**src/rtl/fetch_queue.sv**
```systemverilog
// fetch_queue: sequential instruction fetch front-end with a small PC/instruction
// FIFO, credit-limited request issue and redirect-driven flush of in-flight words.
module fetch_queue #(
    parameter int          DEPTH    = 4,
    parameter logic [31:0] RESET_PC = 32'h0000_0000
) (
    input  logic        clk,
    input  logic        rst,
    output logic        req_valid,
    output logic [31:0] req_addr,
    input  logic        req_ready,
    input  logic        resp_valid,
    input  logic [31:0] resp_data,
    output logic        instr_valid,
    output logic [31:0] instr,
    output logic [31:0] instr_pc,
    input  logic        instr_ready,
    input  logic        redirect,
    input  logic [31:0] redirect_pc
);

    localparam int PW = $clog2(DEPTH);
    localparam int CW = PW + 1;
    localparam int UW = CW + 1;
    localparam logic [UW-1:0] CREDITS = UW'(DEPTH);

    logic [31:0]   fetch_pc;
    logic [31:0]   resp_pc;
    logic [31:0]   pc_mem    [DEPTH];
    logic [31:0]   instr_mem [DEPTH];
    logic [PW-1:0] rd_ptr;
    logic [PW-1:0] wr_ptr;
    logic [CW-1:0] count;
    logic [CW-1:0] inflight;
    logic [CW-1:0] discard;
    logic [CW-1:0] inflight_next;
    logic [UW-1:0] used;
    logic [31:0]   redirect_base;
    logic          handshake;
    logic          resp_ok;
    logic          push;
    logic          pop;

    assign used          = {1'b0, count} + {1'b0, inflight};
    assign redirect_base = redirect_pc & ~32'h3;

    assign req_valid   = !rst && !redirect && (used < CREDITS);
    assign req_addr    = fetch_pc;
    assign handshake   = req_valid && req_ready;

    // Responses with nothing outstanding are protocol violations and are ignored.
    assign resp_ok     = resp_valid && (inflight != '0);
    assign push        = resp_ok && !redirect && (discard == '0);
    assign pop         = instr_valid && instr_ready && !redirect;

    assign instr_valid = (count != '0);
    assign instr       = instr_mem[rd_ptr];
    assign instr_pc    = pc_mem[rd_ptr];

    // Outstanding-request count after this cycle's accepted request and response.
    always_comb begin
        inflight_next = inflight;
        if (handshake && !resp_ok) begin
            inflight_next = inflight + CW'(1);
        end else if (!handshake && resp_ok) begin
            inflight_next = inflight - CW'(1);
        end
    end

    // Fetch/response PCs, FIFO pointers, occupancy and discard bookkeeping.
    always_ff @(posedge clk) begin
        if (rst) begin
            fetch_pc <= RESET_PC;
            resp_pc  <= RESET_PC;
            rd_ptr   <= '0;
            wr_ptr   <= '0;
            count    <= '0;
            inflight <= '0;
            discard  <= '0;
        end else if (redirect) begin
            // Everything still outstanding after this cycle belongs to the old path.
            fetch_pc <= redirect_base;
            resp_pc  <= redirect_base;
            rd_ptr   <= '0;
            wr_ptr   <= '0;
            count    <= '0;
            inflight <= inflight_next;
            discard  <= inflight_next;
        end else begin
            inflight <= inflight_next;
            if (handshake) begin
                fetch_pc <= fetch_pc + 32'd4;
            end
            if (resp_ok && (discard != '0)) begin
                discard <= discard - CW'(1);
            end
            if (push) begin
                wr_ptr  <= wr_ptr + PW'(1);
                resp_pc <= resp_pc + 32'd4;
            end
            if (pop) begin
                rd_ptr <= rd_ptr + PW'(1);
            end
            if (push && !pop) begin
                count <= count + CW'(1);
            end else if (!push && pop) begin
                count <= count - CW'(1);
            end
        end
    end

    // FIFO storage: cleared on reset, written with {resp_pc, resp_data} on push.
    always_ff @(posedge clk) begin
        if (rst) begin
            for (int unsigned i = 0; i < DEPTH; i++) begin
                pc_mem[i]    <= '0;
                instr_mem[i] <= '0;
            end
        end else if (push) begin
            pc_mem[wr_ptr]    <= resp_pc;
            instr_mem[wr_ptr] <= resp_data;
        end
    end

endmodule

```
**config.mk**
```make
export PLATFORM = sky130hd
export DESIGN_NAME = fetch_queue
export DESIGN_NICKNAME = d
export VERILOG_FILES = /design/src/rtl/fetch_queue.sv
export SDC_FILE = /design/constraint.sdc
export NUM_CORES = 1
export LEC_CHECK = 0
export CAP_MARGIN = 0
export CORE_MARGIN = 5
export CORE_UTILIZATION = 60
export CTS_CLUSTER_DIAMETER = 120
export DETAILED_ROUTE_END_ITERATION = 8
export GPL_TIMING_DRIVEN = 0
export PLACE_DENSITY = 0.85
export SETUP_SLACK_MARGIN = 0.4
export SLEW_MARGIN = 20
export SYNTH_ARGS = -nofsm -noshare
export SYNTH_HDL_FRONTEND = slang
export SYNTH_SLANG_ARGS = --single-unit
```
**constraint.sdc**
```tcl
create_clock -name clk -period 7.6 [get_ports clk]
set_clock_uncertainty 0.15 [all_clocks]
set_input_delay 1.52 -clock clk [delete_from_list [all_inputs] [get_ports clk]]
set_output_delay 1.52 -clock clk [all_outputs]
set_load 0.02 [all_outputs]
```
# Word level (Yosys, flattened, before mapping)

Memories as Yosys holds them, arrays and structs flattened. A register that Yosys moved wholly into a read port is not among the register bits.
Index checks and enable logic that the tools add are counted.

Register bits after elaboration: 77
Bits in writable memories: 256
Input bits: 70
Output and inout bits: 98
Word-level logic and storage cells: 77
Memories: 2

Memories:

| name      | words | width | rd ports | clocked after Yosys merged registers in | wr ports | RTL line | RTL |
|---|---|---|---|---|---|---|---|
| instr_mem | 4     | 32    | 1        | 1                                       | 4        | 30       | `logic [31:0] instr_mem [DEPTH];` |
| pc_mem    | 4     | 32    | 1        | 1                                       | 4        | 29       | `logic [31:0] pc_mem [DEPTH];` |

Add/subtract/negate cells: 10
Magnitude comparators: 1
Multiplexer cells: 25
Reduce and logical (&&, ||, !) cells: 30

Operator list:

| kind                  | count |
|---|---|
| $mux 32               | 6 |
| $add 32x3->32 const B | 2 |
| $reduce_or 32->1      | 2 |
| $mux 3                | 6 |
| $logic_and 1x1->1     | 13 |
| $mux 2                | 6 |
| $reduce_bool 3->1     | 3 |
| $sub 3x1->3 const B   | 3 |
| $reduce_bool 2->1     | 4 |
| $mux 1                | 7 |
| $add 3x1->3 const B   | 2 |
| $logic_not 1->1       | 6 |
| $add 2x1->2 const B   | 2 |
| $add 3x3->4           | 1 |
| $lt 4x3->1 const B    | 1 |
| $logic_not 3->1       | 1 |
| $reduce_or 2->1       | 1 |

# Logic depth before layout (Yosys ltp)

Depth after elaboration: 9
Mapped depth: 12
Mapped depth without buffers: 11

# Least setup slack after synthesis

Ideal clock, no wire load.

Path kind: input to register
Start: input redirect
End: memory instr_mem[0][0], enable pin
Setup time: 495 ps
Data arrival time: 4948 ps
Data required time: 6955 ps
Slack: 2007 ps
Cell stages on the path: 4
Path buffers: 1
Cells stage by stage: clkbuf_1 inv_2 nand4_4 o21bai_1

RTL lines:

| what            | RTL line | RTL |
|---|---|---|
| start, declared | 18       | `input logic redirect,` |
| end, declared   | 30       |  |

==> impl_metrics.toml <==
[min_path]
hold_path.class = "register to register"

[status]
outcome = "finished, final reports clean"

[yosys]
ys_types = 63
synth_warnings = 0
synth-main-ff-cell = "edfxtp_1"
async_flop_share = 0
syn_inst = 1191
synth_area_um2 = 14500
yosysSeqAreaShare = 0.616
synth_area_per_cell_um2 = 12.2
synth-seq-cells = 323
synth_edf_count = 248

[critical_path]
critPathBufInv = 3
cp_slowest_cell = "buf_1"
crit_chain = "clkbuf_1, buf_1, mux4_2, clkdlybuf4s50_1"
critPathArrivalTime_ps = 3200
start_kind = "register"
slowest_delay_ps = 710
critPathTopFamily = "buffers and inverters"
crit_path_end_kind = "output port"
path_class = "register to output port"
required_ps = 5930
worst-path-max-fanout = 10

[timing]
whs_ps = 359
relSlewSlack = 0.317
fin_crit_sh = 0.641
worst_pin_slew_ps = 1020
fin_crit_ps = 4870
fmax_ghz = 0.205
setup_viol = 0
hold_violations = 0
drv_slew = 0
rsz0062_at_grt = "no"

[power]
total_power_mw = 4.29
vdd_drop_max_mv = 0.176
leakagePower_nw = 6.59
p_per_area_nw_per_um2 = 242

[cts]
cts_setup_buffers = 0
cts-root-buf = "clkbuf_16"
clock_latency_ps = 550
htree_levels = 1
clock-sinks = 323
cts_hold_buffers = 0
cts_buffer_depth = 3
cts_resized = 0
clk_pin_slew_worst_paths_ps = 60
cts_tree = "built"
cts_buffers = 31

[placement]
place.gp.congestion = 0.903
place_hpwl_um = 25500
dpl_cell_area_um2 = 16700
placedCellCount = 1683
numPortBuffers = 158

[flow_run]
drv_cap = 0

[global_route]
grt_pass1_wl_um = 59500
antenna_found_initial = 0
grt_overflow = 0
grtUsageTotal = 0.271
grt_pass1_vias = 10900
grt_max_degree = 37

[floorplanning]
chipHeight_um = 166
dieWidth_um = 166
core_um2 = 24100
io_pins = 168
rows = 57
dieArea_um2 = 27400
initial_utilization = 0.603

[drt]
postRouteAntennaNets = 0
drt_iter0_drc = 1093
drt_wl_total_um = 37700
wire_per_inst_um = 21.7
drcViolationCount = 0
vias_per_cell = 6.16
vias = 10700
firstDrtPassIters = 6

[layout]
post-route-util = 0.736
mostFrequentLayoutCell = "edfxtp_1"
n_antenna_cell = 0
fin_nets = 1473
num-fill-cells = 1463
final_area_um2 = 17700
syn_to_final_growth_pct = 22.2
drive_gt1_frac = 0.104
final_cells = 1740
most-common-layout-cells = "edfxtp_1, nor2_1, clkdlybuf4s50_1"
path summary, 6_finish.rpt:
check               start         endpoint  cells past startpoint  slack, ps
max reg2reg   inflight[1]  instr_mem[2][5]                      8       4160
min reg2reg  req_addr[29]     req_addr[29]                      1        360
max              register     instr_pc[22]                      4       2730
min          req_addr[29]     req_addr[29]                      1        360
area by class of cell:
| type | count | area (um^2) | share of cell area |
|---|---|---|---|
| plain buffers | 75 | 313 | 0.0176 |
| clock buffers | 35 | 791 | 0.0446 |
| clock inverters | 22 | 228 | 0.0128 |
| inverters | 88 | 330 | 0.0186 |
| multi-input cells | 708 | 4980 | 0.281 |
| flip-flops and latches | 323 | 8950 | 0.504 |
| well taps | 324 | 405 | 0.0228 |
| repair buffers | 165 | 1750 | 0.0987 |
cell families (layout without fill, tap and decap cells):
group	after synthesis	after routing	synth area share
and+or+nand+nor	463	463	0.148
DFF	323	323	0.616
buffers and inverters	163	385	0.0443
AOI/OAI and AO/OA	127	127	0.0596
muxes	70	70	0.102
xor gates and xnor gates	32	32	0.0193
adders and majority gates	12	12	0.0107
other	1	4	0.000258
synth_stat cells (7+ instances only):
| master | instances | area share |
|---|---|---|
| edfxtp_1 | 248 | 0.51 |
| nor2_1 | 203 | 0.052 |
| nand2_1 | 109 | 0.028 |
| inv_1 | 86 | 0.022 |
| dfxtp_1 | 75 | 0.10 |
| mux4_2 | 62 | 0.096 |
| clkbuf_1 | 54 | 0.014 |
| and2_1 | 35 | 0.015 |
| nand3_1 | 25 | 0.0086 |
| a21oi_1 | 24 | 0.0083 |
| xnor2_1 | 18 | 0.011 |
| a31oi_1 | 17 | 0.0073 |
| nand4_1 | 17 | 0.0073 |
| o21ai_0 | 17 | 0.0059 |
| a211oi_1 | 14 | 0.0072 |
| xor2_1 | 14 | 0.0084 |
| nor3_1 | 12 | 0.0041 |
| or3_1 | 12 | 0.0052 |
| a311oi_1 | 11 | 0.0066 |
| buf_2 | 10 | 0.0034 |
| ha_1 | 10 | 0.0086 |
| nor4_1 | 10 | 0.0043 |
| a21o_1 | 8 | 0.0041 |
| and3_1 | 8 | 0.0034 |
| or4_1 | 7 | 0.0036 |
through the flow:
step	setup TNS [ps]	setup slack, ps
floorplan	0	2010
global placement	-7660	-119
detailed placement	0	3080
CTS	0	2650
global route	0	2500
finish	0	2730
layer usage:
layer | routed length (um) | GRT usage | part of all wire
met3 | 3730 | 0.0450 | 0.099
met4 | 1420 | 0.103 | 0.038
met2 | 18400 | 0.455 | 0.49
met1 | 14200 | 0.360 | 0.38
met5 | 0 | 0 | 0
flip-flops by register name, indices dropped and copies added (netlist names), named ones only:
signal / flops
pc_mem: 120
instr_mem: 128
wr_ptr: 2
inflight: 3
resp_pc: 30
count: 3
req_addr: 30
discard: 3
rd_ptr: 2
report_power, final:
group	leakage [nW]	internal (mW)	total, mW	switching [mW]
sequential	3.18	2.02	2.08	0.0646
clock	0.489	0.911	1.56	0.645
combinational	2.92	0.280	0.647	0.367
worst reg2reg max path, cell delays in order, from the launching register on:
cell and delay [ps]:
dfxtp_1 380, inv_1 80, ha_1 180, nand2b_1 60
buf_2 220, nand4_4 260, nor3_1 900, or2_4 580
buf_12 300
No activity file was read; power rests on OpenSTA's default activity.
